## src/rtl/sx_pkg.sv

```systemverilog
// Shared widths, saturation limits and skid-state encoding for the 32->17 narrowing pipe.
package sx_pkg;

  localparam int unsigned IN_W_DEF  = 32;
  localparam int unsigned OUT_W_DEF = 17;
  localparam int unsigned CNT_W_DEF = 8;

  localparam logic [OUT_W_DEF-1:0] SAT_POS = {1'b0, {(OUT_W_DEF - 1){1'b1}}};
  localparam logic [OUT_W_DEF-1:0] SAT_NEG = {1'b1, {(OUT_W_DEF - 1){1'b0}}};

  typedef enum logic [1:0] {
    StEmpty = 2'd0,
    StOne   = 2'd1,
    StTwo   = 2'd2
  } skid_state_e;

endpackage

```

## src/rtl/sx_narrow_core.sv

```systemverilog
// Combinational fit test plus saturate/truncate select for one signed word.
module sx_narrow_core
  import sx_pkg::*;
#(
  parameter int unsigned IN_W  = IN_W_DEF,
  parameter int unsigned OUT_W = OUT_W_DEF
) (
  input  logic [IN_W-1:0]  in_data_i,
  input  logic             sat_en_i,
  output logic [OUT_W-1:0] out_data_o,
  output logic             ovf_o
);

  localparam logic [OUT_W-1:0] SatPos = {1'b0, {(OUT_W - 1){1'b1}}};
  localparam logic [OUT_W-1:0] SatNeg = {1'b1, {(OUT_W - 1){1'b0}}};

  logic [IN_W-OUT_W:0] hi_bits;
  logic                fits;

  // The value fits when every bit from the output sign bit upward is a copy of the sign.
  assign hi_bits = in_data_i[IN_W-1:OUT_W-1];
  assign fits    = (&hi_bits) | ~(|hi_bits);
  assign ovf_o   = ~fits;

  always_comb begin
    out_data_o = in_data_i[OUT_W-1:0];
    if (!fits && sat_en_i) begin
      out_data_o = in_data_i[IN_W-1] ? SatNeg : SatPos;
    end
  end

endmodule

```

## src/rtl/sx_narrow_pipe.sv

```systemverilog
// Registered valid/ready narrowing stage with a one-entry skid slot and overflow statistics.
module sx_narrow_pipe
  import sx_pkg::*;
#(
  parameter int unsigned IN_W  = IN_W_DEF,
  parameter int unsigned OUT_W = OUT_W_DEF,
  parameter int unsigned CNT_W = CNT_W_DEF
) (
  input  logic             clock,
  input  logic             reset,
  input  logic             in_valid,
  output logic             in_ready,
  input  logic [IN_W-1:0]  in_data,
  input  logic             sat_en,
  output logic             out_valid,
  input  logic             out_ready,
  output logic [OUT_W-1:0] out_data,
  output logic             out_ovf,
  output logic             ovf_sticky,
  output logic [CNT_W-1:0] ovf_count,
  input  logic             clr_ovf
);

  skid_state_e state_q, state_d;

  logic [OUT_W-1:0] out_data_q, out_data_d;
  logic             out_ovf_q, out_ovf_d;
  logic [OUT_W-1:0] skid_data_q, skid_data_d;
  logic             skid_ovf_q, skid_ovf_d;
  logic             in_ready_q, in_ready_d;
  logic             sticky_q, sticky_d;
  logic [CNT_W-1:0] count_q, count_d;

  logic [OUT_W-1:0] nar_data;
  logic             nar_ovf;
  logic             accept;
  logic             consume;

  sx_narrow_core #(
    .IN_W  (IN_W),
    .OUT_W (OUT_W)
  ) u_core (
    .in_data_i  (in_data),
    .sat_en_i   (sat_en),
    .out_data_o (nar_data),
    .ovf_o      (nar_ovf)
  );

  assign accept  = in_valid & in_ready_q;
  assign consume = out_valid & out_ready;

  always_ff @(posedge clock or posedge reset) begin
    if (reset) begin
      state_q <= StEmpty;
    end else begin
      state_q <= state_d;
    end
  end

  always_comb begin
    state_d = state_q;
    unique case (state_q)
      StEmpty: if (accept) state_d = StOne;
      StOne: begin
        if (accept && !consume) begin
          state_d = StTwo;
        end else if (!accept && consume) begin
          state_d = StEmpty;
        end
      end
      StTwo:   if (consume) state_d = StOne;
      default: state_d = StEmpty;
    endcase
  end

  always_comb begin
    out_valid = (state_q != StEmpty);
    in_ready  = in_ready_q;
    out_data  = out_data_q;
    out_ovf   = out_ovf_q;
  end

  // Data movement: new words land in the output register unless it is occupied and stays so.
  always_comb begin
    out_data_d  = out_data_q;
    out_ovf_d   = out_ovf_q;
    skid_data_d = skid_data_q;
    skid_ovf_d  = skid_ovf_q;
    unique case (state_q)
      StEmpty: begin
        if (accept) begin
          out_data_d = nar_data;
          out_ovf_d  = nar_ovf;
        end
      end
      StOne: begin
        if (accept && consume) begin
          out_data_d = nar_data;
          out_ovf_d  = nar_ovf;
        end else if (accept) begin
          skid_data_d = nar_data;
          skid_ovf_d  = nar_ovf;
        end
      end
      StTwo: begin
        if (consume) begin
          out_data_d = skid_data_q;
          out_ovf_d  = skid_ovf_q;
        end
      end
      default: ;
    endcase
    in_ready_d = (state_d != StTwo);
  end

  // Clear takes priority, but an overflow accepted on the same edge still counts.
  always_comb begin
    sticky_d = sticky_q;
    count_d  = count_q;
    if (clr_ovf) begin
      sticky_d = accept & nar_ovf;
      count_d  = (accept & nar_ovf) ? CNT_W'(1) : '0;
    end else if (accept && nar_ovf) begin
      sticky_d = 1'b1;
      if (count_q != '1) begin
        count_d = count_q + CNT_W'(1);
      end
    end
  end

  always_ff @(posedge clock or posedge reset) begin
    if (reset) begin
      out_data_q  <= '0;
      out_ovf_q   <= 1'b0;
      skid_data_q <= '0;
      skid_ovf_q  <= 1'b0;
      in_ready_q  <= 1'b1;
      sticky_q    <= 1'b0;
      count_q     <= '0;
    end else begin
      out_data_q  <= out_data_d;
      out_ovf_q   <= out_ovf_d;
      skid_data_q <= skid_data_d;
      skid_ovf_q  <= skid_ovf_d;
      in_ready_q  <= in_ready_d;
      sticky_q    <= sticky_d;
      count_q     <= count_d;
    end
  end

  assign ovf_sticky = sticky_q;
  assign ovf_count  = count_q;

endmodule

```

## config.mk

```make
export PLATFORM = sky130hd
export DESIGN_NAME = sx_narrow_pipe
export DESIGN_NICKNAME = d
export VERILOG_FILES = /design/src/rtl/sx_pkg.sv /design/src/rtl/sx_narrow_core.sv /design/src/rtl/sx_narrow_pipe.sv
export SDC_FILE = /design/constraint.sdc
export NUM_CORES = 1
export LEC_CHECK = 0
export BUFFER_PORTS_ARGS = -buffer_cell sky130_fd_sc_hd__clkbuf_2
export CORE_MARGIN = 4
export CORE_UTILIZATION = 50
export DETAILED_ROUTE_END_ITERATION = 10
export PLACE_DENSITY = 0.76
export SLEW_MARGIN = 20
export SYNTH_ARGS = -nofsm -noshare
export SYNTH_HDL_FRONTEND = slang
export SYNTH_HIERARCHICAL = 1
export SYNTH_SLANG_ARGS = --single-unit
```

## constraint.sdc

```tcl
create_clock -name clock -period 3.7 [get_ports clock]
set_input_delay 0.37 -clock clock [delete_from_list [all_inputs] [get_ports clock]]
set_output_delay 0.37 -clock clock [all_outputs]
set_load 0.1 [all_outputs]
```

---- Word level (Yosys, flattened, before mapping) ----
Cells that the tools add are included.
word-level totals
  flip-flop bits (word level) ............. 48
  input port bits ......................... 38
  output and inout port bits .............. 29
  logic and storage cells ................. 62
operators by class
  add/sub/neg operators ................... 1
  eq/ne operators ......................... 7
  muxes and demuxes ....................... 21
  bitwise logic cells ..................... 7
  reduce and logical (&&, ||, !) cells .... 18
operator list
  cell                                                                   number
  17-bit two-way mux                                                     5
  17-bit one-hot mux with 3 select lines                                 1
  8-bit two-way mux                                                      3
  16-bit AND reduction                                                   1
  16-bit OR reduction                                                    1
  8-bit by 1-bit adder with 8-bit output, second input constant          1
  2-bit two-way mux                                                      4
  2-bit inequality test, second input constant                           4
  8-bit inequality test, second input constant                           1
  1-bit two-way mux                                                      6
  2-bit one-hot mux with 3 select lines                                  1
  2-bit nonzero test                                                     3
  1-bit logical AND                                                      5
  4-bit AND reduction                                                    1
  1-bit bitwise AND                                                      3
  1-bit logical NOT                                                      3
  1-bit inverter                                                         3
  1-bit one-hot mux with 3 select lines                                  1
  3-bit AND reduction                                                    1
  3-bit nonzero test                                                     1
  2-bit by 1-bit equality test with 1-bit output, second input constant  1
  2-bit equality test, second input constant                             1
  2-bit logical NOT                                                      1
  2-bit AND reduction                                                    1
  1-bit OR                                                               1

---- Depth between registers and ports, before layout ----
Gate-level depths: netlist of the first run.
  depth in word-level cells ............... 8
  mapped depth ............................ 8
  depth with buffers taken out ............ 6

---- Hierarchy ----
The synthesis of the first run kept the hierarchy.
modules (own cells, without submodules)
  module          times used  cells each  area an instance (um^2)  seq. area each (um^2)
  sx_narrow_pipe  1           172         2316.0                   1202.4
  sx_narrow_core  1           33          271.5                    0.0

---- Worst setup path before layout of the first run ----
OpenSTA, ideal clock, no wires.
  path kind ............................... reg2reg
  start point ............................. register count_q[0] (netlist: ovf_count[0])
  end point ............................... register count_q[3] (netlist: ovf_count[3])
  setup time .............................. 0.125 ns
  arrival ................................. 2.081 ns
  required time ........................... 3.575 ns
  path slack .............................. 1.494 ns
  cell stages (with the launch flop) ...... 6
  path buffers ............................ 1
  clock period less this slack ............ 2.206 ns
  cell sequence ........................... dfrtp_1 ha_1 and4_1 clkbuf_1 a211oi_1 mux2_2
between the ends
  word-level cells in the longest chain between the ends .. 4
  elaborated cells on any way between the ends .. 7
  classes of those cells .................. add/sub: 1; eq/ne: 1; mux: 3; reduce/logical: 2
RTL lines
  element                                 RTL line               source
  start: declaration                      sx_narrow_pipe.sv:32   logic [CNT_W-1:0] count_q, count_d;
  start signal: assignment                sx_narrow_pipe.sv:147  count_q <= count_d;
  8-bit by 1-bit adder with 8-bit output  sx_narrow_pipe.sv:126  count_d = count_q + CNT_W'(1);
  8-bit two-way mux                       sx_narrow_pipe.sv:125  if (count_q != '1) begin
  8-bit two-way mux                       sx_narrow_pipe.sv:123  end else if (accept && nar_ovf) begin
  8-bit two-way mux                       sx_narrow_pipe.sv:120  if (clr_ovf) begin
Parallel ways exist; a longest one is shown, timed or not. The select of a mux whose other input is x is not followed.
A chain may end at the register's enable or synchronous reset.

---- Final worst setup path of the first run ----
  start point ............................. input in_data[31]
  end point ............................... register out_data_q[16] (netlist: out_data[16])
between the ends
  word-level cells in the longest chain between the ends .. 8
  elaborated cells on any way between the ends .. 11
  classes of those cells .................. mux: 5; bitwise: 2; reduce/logical: 4
RTL lines
  element                                       RTL line                                    source
  start: declaration                            sx_narrow_pipe.sv:13                        input logic [IN_W-1:0] in_data,
  16-bit OR reduction                           sx_narrow_core.sv:22                        assign fits = (&hi_bits) | ~(|hi_bits);
  1-bit inverter                                sx_narrow_core.sv:22
  1-bit OR                                      sx_narrow_core.sv:22
  1-bit logical NOT                             sx_narrow_core.sv:27                        if (!fits && sat_en_i) begin
  1-bit logical AND                             sx_narrow_core.sv:27
  17-bit two-way mux (*)                        sx_narrow_core.sv:27
  via nar_data[16]                              sx_narrow_pipe.sv:34                        logic [OUT_W-1:0] nar_data;
  17-bit two-way mux, on equally long branches  sx_narrow_pipe.sv:97, sx_narrow_pipe.sv:91
  17-bit one-hot mux with 3 select lines (*)    sx_narrow_pipe.sv:89                        unique case (state_q)
  end signal: assignment                        sx_narrow_pipe.sv:141                       out_data_q <= out_data_d;
  end: declaration                              sx_narrow_pipe.sv:26                        logic [OUT_W-1:0] out_data_q, out_data_d;
The timed path passes the listed nets; every way through them passes the cells marked *. The select of a mux whose other input is x is not followed.

==> impl_metrics.env, run 1 <==
export IMPL_ant_nets=0
export IMPL_place_congestion=0.793
export IMPL_seq_power_share_pct=33.1
export IMPL_yosysWarnings=6
export IMPL_grt_usage_pct=17.6
export IMPL_hold_path_class="input pin to asynchronous set/reset pin"
export IMPL_r2r_end="out_data[11]$_DFFE_PP0P_"
export IMPL_cts_max_level=2
export IMPL_setup_tns_ns=0
export IMPL_startpoint_type="input pin"
export IMPL_drive_above_1_share_pct=54.1
export IMPL_worstPathMaxFanout=17
export IMPL_synth_cell_types=47
export IMPL_p_int_mw=1.22
export IMPL_cp_data_required_time_ns=3.88
export IMPL_p_per_area_nw_per_um2=844
export IMPL_skew_ns=0.0123
export IMPL_endpoint_kind="register"
export IMPL_power_mw=2.54
export IMPL_worstMarginPinSlew_ns=0.968
export IMPL_fin_area_um2=3010
export IMPL_postCtsHoldBufs=0
export IMPL_clkSinkCount=48
export IMPL_synth_top_family_by_area="multiplexers"
export IMPL_synth_flop_cell="dfrtp_1"
export IMPL_layout_setup_ws_ns=1.16
export IMPL_utilization_pct=61.7
export IMPL_synth_edf_count=0
export IMPL_synthSimpleGateAreaFrac_pct=12.2
export IMPL_status="complete, no violations"
export IMPL_ioPinCount=67
export IMPL_timing_critical_path_arrival_ns=2.72
export IMPL_cts_tree="yes"
export IMPL_fin_crit_sh_pct=68.6
export IMPL_fp_coreArea_um2=4880
export IMPL_clkLatencyLatePin_ns=0.30
export IMPL_dpl_cell_area_um2=2910
export IMPL_rrSetupSlack_ns=1.59
export IMPL_async_reset_ff_share_pct=100
export IMPL_synth_compound_area_share_pct=10.5
export IMPL_antenna_found_initial=0
export IMPL_fp_row_count=25
export IMPL_die_h_um=79.9
export IMPL_setup_viol=0
export IMPL_grt_pass1_vias=1929
export IMPL_p_comb_share_pct=53.7
export IMPL_clockPowerShare_pct=13.1
export IMPL_wire_per_inst_um=15.4
export IMPL_cts_setup_buffers=0
export IMPL_diodes=0
export IMPL_synth_fp_nets=244
export IMPL_die_x_um=79.9
export IMPL_finalMaxSlewViolations=0
export IMPL_syn_inst=205
export IMPL_cts_made_buffers=5
export IMPL_fmax_mhz=394
export IMPL_die_area_um2=6390
export IMPL_grt_ovfl_total=0
export IMPL_swShare_pct=52.1
export IMPL_vias_per_cell=5.53
export IMPL_crit_type="input pin to register"
export IMPL_path_clk_slew_ns=0.09
export IMPL_r2r_cells=3
export IMPL_vias=1852
export IMPL_postCtsResizedCells=0
export IMPL_areaGrowthSynthToFinish_pct=16.4
export IMPL_reg2reg_from="in_ready$_DFF_PP1_"
export IMPL_fin_crit_ns=2.54
export IMPL_io_buffers=66
export IMPL_drc=0
export IMPL_synthAdderAreaFrac_pct=0.484
export IMPL_ys_seq_area_share_pct=46.5
export IMPL_place_ws_ns=0.889
export IMPL_grt_max_degree=49
export IMPL_start_util_pct=53.0
export IMPL_muxShareOfSynthArea_pct=25.7
export IMPL_maxCapViolCount=0
export IMPL_dpl_hpwl_um=3710
export IMPL_dr_pass1_iters=4
export IMPL_p_sw_mw=1.32
export IMPL_synthXorXnorAreaFrac_pct=0
export IMPL_grt_pass1_wl_um=8750
export IMPL_drt_iter0_markers=66
export IMPL_p_leak_nw=1.44
export IMPL_rsz0062_at_grt="false"
export IMPL_ir_worst_vdd_mv=0.643
export IMPL_synth_avg_cell_area_um2=12.6
export IMPL_cts_buffer_depth=2
export IMPL_n_fill_cell=408
export IMPL_hold_viol_final=0
export IMPL_nNetsFinal=306
export IMPL_wirelength_um=5160
export IMPL_slew_headroom_pct=35.5
export IMPL_cts_root_buf="clkbuf_8"
export IMPL_synth_area_um2=2590
export IMPL_synth_seq_cells=48
flip-flops by register name (all words and copies together), names as in the netlist:
| register | count |
|---|---|
| skid_data_q | 17 |
| out_data | 17 |
| state_q | 2 |
| skid_ovf_q | 1 |
| ovf_count | 8 |
| out_ovf | 1 |
| ovf_sticky | 1 |
| in_ready | 1 |
Yosys cell counts, types with 4 or more instances:
| master | count | share of area [%] |
|---|---|---|
| a211oi_1 | 4 | 1.2 |
| a21o_1 | 11 | 3.2 |
| a21o_2 | 6 | 2.0 |
| buf_6 | 6 | 2.6 |
| dfrtp_1 | 47 | 45 |
| mux2_2 | 53 | 23 |
| nand2_1 | 4 | 0.58 |
| nand2b_1 | 5 | 1.2 |
| nand4_1 | 5 | 1.2 |
| nor2b_1 | 4 | 0.97 |
| nor4_1 | 5 | 1.2 |
layout by cell type, fill, tap and decap left out, drive strengths merged, types with 2 or more instances in the layout:
cell type,instances
nor2,3
a21oi,2
nand4,5
nand3,3
a211oi,4
nand2b,5
and2,3
clkbuf,72
nand2,4
nor3b,2
clkinv,2
and4,2
nor4,5
nor2b,5
a41oi,2
mux2i,2
mux2,57
inv,3
a21o,17
and3,4
dfrtp,47
cell type report:
class                   instances  area (µm²)  share of cell area [%]
multi-input cells             142        1280                    42.5
clock buffers                   6        82.6                    2.74
inverters                       3        12.5                   0.415
repair buffers                 67         338                    11.2
well taps                      67        83.8                    2.78
flip-flops and latches         48        1200                    39.9
clock inverters                 2        13.8                   0.457
power by group through the flow:
stage	sequential [mW]	clock [mW]	combinational (mW)
2_1_floorplan	1.59	0	0.436
3_3_place_gp	0.840	0	1.36
3_5_place_dp	0.853	0	1.38
4_1_cts	0.843	0.345	1.38
5_1_grt	0.871	0.371	1.43
6_report	0.843	0.334	1.37
cells by family (layout without fill, tap and decap cells):
| kind of cell | after synthesis | in the layout |
|---|---|---|
| muxes | 59 | 59 |
| DFF | 48 | 48 |
| and+or+nand+nor | 48 | 48 |
| AOI/OAI and AO/OA | 34 | 34 |
| buffers and inverters | 15 | 78 |
| adders and majority gates | 1 | 1 |
routing by layer:
layer | wire [µm] | global-route usage (%) | vias up
li1 | - | - | 890
met1 | 2330 | 22.0 | 902
met2 | 2500 | 29.6 | 54
met3 | 262 | 4.85 | 6
met4 | 65 | 5.24 | 0
met5 | 0 | 0 | -
through the flow:
| stage | hold WS [ns] | cells |
|---|---|---|
| floorplan | 0.454 | 205 |
| global placement | 0.464 | 327 |
| detailed placement | 0.471 | 327 |
| CTS | 0.314 | 335 |
| global route | 0.247 | 335 |
| finish | 0.175 | 335 |
critical path, stage by stage:
cell and delay, ns:
clkbuf_2 0.14, nand4_1 0.10, nor4_1 0.62, or3b_1 0.62
mux2_4 0.36, mux2_2 0.26, mux2_2 0.26
how the worst max path moves through the flow:
stage,startpoint,endpoint,slack [ns],depth (start not counted)
after global placement,in_data[16],out_data[16]$_DFFE_PP0P_,0.96,7
after floorplan,ovf_count[0]$_DFFE_PP0P_,ovf_count[3]$_DFFE_PP0P_,1.49,5
after global routing,in_data[31],out_data[16]$_DFFE_PP0P_,1.05,7
final,in_data[31],out_data[16]$_DFFE_PP0P_,1.16,7
after detailed placement,in_data[16],out_data[16]$_DFFE_PP0P_,0.89,7
after CTS,in_data[16],out_data[16]$_DFFE_PP0P_,1.19,7
Note: power is estimated with default switching activity, not from simulation.
==> inputs of run 2 (changes only) <==
--- a/config.mk
+++ b/config.mk
@@ -7,7 +7,7 @@
 export LEC_CHECK = 0
 export BUFFER_PORTS_ARGS = -buffer_cell sky130_fd_sc_hd__clkbuf_2
 export CORE_MARGIN = 4
-export CORE_UTILIZATION = 50
+export CORE_UTILIZATION = 48
 export DETAILED_ROUTE_END_ITERATION = 10
 export PLACE_DENSITY = 0.76
 export SLEW_MARGIN = 20
==> constraint.sdc (replaced) <==
create_clock -name clock -period 2.2 [get_ports clock]
set_input_delay 0.22 -clock clock [delete_from_list [all_inputs] [get_ports clock]]
set_output_delay 0.22 -clock clock [all_outputs]
set_load 0.1 [all_outputs]
==> impl_metrics.env, run 2 (synthesis gave the netlist of run 1 again) <==
export IMPL_clkLatencyLatePin_ns=0.30
export IMPL_place_congestion=0.840
export IMPL_p_per_area_nw_per_um2=1410
export IMPL_wire_per_inst_um=15.3
export IMPL_clkSinkCount=48
export IMPL_fin_crit_ns=1.80
export IMPL_ioPinCount=67
export IMPL_nNetsFinal=314
export IMPL_grt_ovfl_total=0
export IMPL_ir_worst_vdd_mv=1.23
export IMPL_cts_made_buffers=5
export IMPL_finalMaxSlewViolations=0
export IMPL_areaGrowthSynthToFinish_pct=19.8
export IMPL_grt_max_degree=49
export IMPL_start_util_pct=50.0
export IMPL_cts_buffer_depth=2
export IMPL_dr_pass1_iters=4
export IMPL_cp_data_required_time_ns=2.38
export IMPL_cts_max_level=2
export IMPL_fp_row_count=26
export IMPL_path_clk_slew_ns=0.08
export IMPL_clockPowerShare_pct=14.1
export IMPL_skew_ns=0.00838
export IMPL_crit_type="input pin to register"
export IMPL_drc=0
export IMPL_die_x_um=81.4
export IMPL_vias=1867
export IMPL_timing_critical_path_arrival_ns=1.98
export IMPL_startpoint_type="input pin"
export IMPL_multi_input_area_um2=1280
export IMPL_hold_viol_final=0
export IMPL_mostFrequentLayoutCells="clkbuf_2 (66), mux2_2 (53), dfrtp_1 (46), a21o_1 (11), buf_4 (8)"
export IMPL_fin_crit_sh_pct=81.9
export IMPL_fin_cells=346
export IMPL_die_area_um2=6630
export IMPL_setup_tns_ns=0
export IMPL_cts_root_buf="clkbuf_8"
export IMPL_fmax_mhz=555
export IMPL_postCtsHoldBufs=0
export IMPL_worstPathMaxFanout=16
export IMPL_rsz0062_at_grt="false"
export IMPL_vias_per_cell=5.40
export IMPL_setup_viol=0
export IMPL_r2r_cells=4
export IMPL_p_int_mw=2.16
export IMPL_place_ws_ns=0.0857
export IMPL_drive_above_1_share_pct=55.4
export IMPL_regArea_um2=1200
export IMPL_grt_usage_pct=17.1
export IMPL_seq_power_share_pct=32.5
export IMPL_grt_pass1_wl_um=8650
export IMPL_wirelength_um=5310
export IMPL_p_sw_mw=2.21
export IMPL_drt_iter0_markers=80
export IMPL_reg2reg_from="ovf_count[0]$_DFFE_PP0P_"
export IMPL_status="complete, no violations"
export IMPL_dpl_cell_count=338
export IMPL_n_fill_cell=448
export IMPL_cts_tree="yes"
export IMPL_grt_pass1_vias=1932
export IMPL_p_comb_share_pct=53.4
export IMPL_maxCapViolCount=0
export IMPL_slew_headroom_pct=60.0
export IMPL_swShare_pct=50.6
export IMPL_die_h_um=81.4
export IMPL_postCtsResizedCells=0
export IMPL_worstMarginPinSlew_ns=0.600
export IMPL_critPathLaunch="in_data[31]"
export IMPL_final_common_cell="clkbuf_2"
export IMPL_layout_setup_ws_ns=0.397
export IMPL_fp_coreArea_um2=5170
export IMPL_io_buffers=66
export IMPL_hold_path_class="input pin to asynchronous set/reset pin"
export IMPL_cts_setup_buffers=0
export IMPL_dpl_hpwl_um=3880
export IMPL_endpoint_kind="register"
export IMPL_antenna_found_initial=0
export IMPL_p_leak_nw=1.49
export IMPL_ant_nets=0
export IMPL_diodes=0
run 2: cell types whose count changed in the layout (fill, tap and decap cells not counted):
| cell | before | now |
|---|---|---|
| dfrtp_2 | 0 | 1 |
| bufinv_16 | 0 | 1 |
| clkinv_2 | 2 | 1 |
| buf_4 | 1 | 8 |
| clkbuf_8 | 6 | 5 |
| inv_2 | 0 | 1 |
| clkbuf_1 | 0 | 1 |
| dfrtp_1 | 47 | 46 |
| buf_12 | 0 | 1 |
| inv_6 | 1 | 0 |
run 2: stage by stage:
step	power, mW	cell area, µm²	hold WS (ns)	util [%]
final	4.37	3100	0.0519	59.9
after global routing	4.58	3100	0.121	59.9
after CTS	4.42	3100	0.0759	59.9
after detailed placement	3.79	2990	0.401	57.8
after global placement	3.74	2990	0.396	57.8
after floorplan	3.40	2590	0.332	-
run 2: worst max-delay path, stage by stage:
cell	delay [ns]
clkbuf_2	0.14
nor4_1	0.07
and4_4	0.20
or3b_1	0.45
buf_12	0.18
a21o_2	0.21
mux2_2	0.25
mux2_2	0.26
run 2: worst paths after layout:
kind | end | slack (ns)
max | out_data[2]$_DFFE_PP0P_ | 0.40
min | out_data[10]$_DFFE_PP0P_ | 0.05
max reg2reg | ovf_count[4]$_DFFE_PP0P_ | 0.41
min reg2reg | skid_data_q[16]$_DFFE_PP0P_ | 0.49
max in group asynchronous | ovf_count[0]$_DFFE_PP0P_ | 1.72
min in group clock | in_ready$_DFF_PP1_ | 0.22
run 2: power by group through the flow:
stage | clock network [mW] | registers, mW | logic, mW
final | 0.615 | 1.42 | 2.33
after global routing | 0.677 | 1.47 | 2.43
after CTS | 0.639 | 1.42 | 2.35
after detailed placement | 0 | 1.44 | 2.35
after global placement | 0 | 1.42 | 2.32
after floorplan | 0 | 2.67 | 0.733
run 2: routing by layer:
layer	global-route usage [%]	routed length, µm	share of wire, %	vias up
met5	0	0	0	-
met4	5.74	62	1.2	0
met3	4.06	338	6.4	4
met2	30.2	2570	48	59
met1	20.4	2330	44	909
li1	-	-	-	895
run 2: cell type report:
class,count,share of cell area (%)
Timing Repair Buffer,75,13.2
Sequential cell,48,38.8
Multi-Input combinational cell,142,41.3
Clock buffer,6,2.34
Tap cell,70,2.83
Inverter,3,0.363
Clock inverter,2,1.13
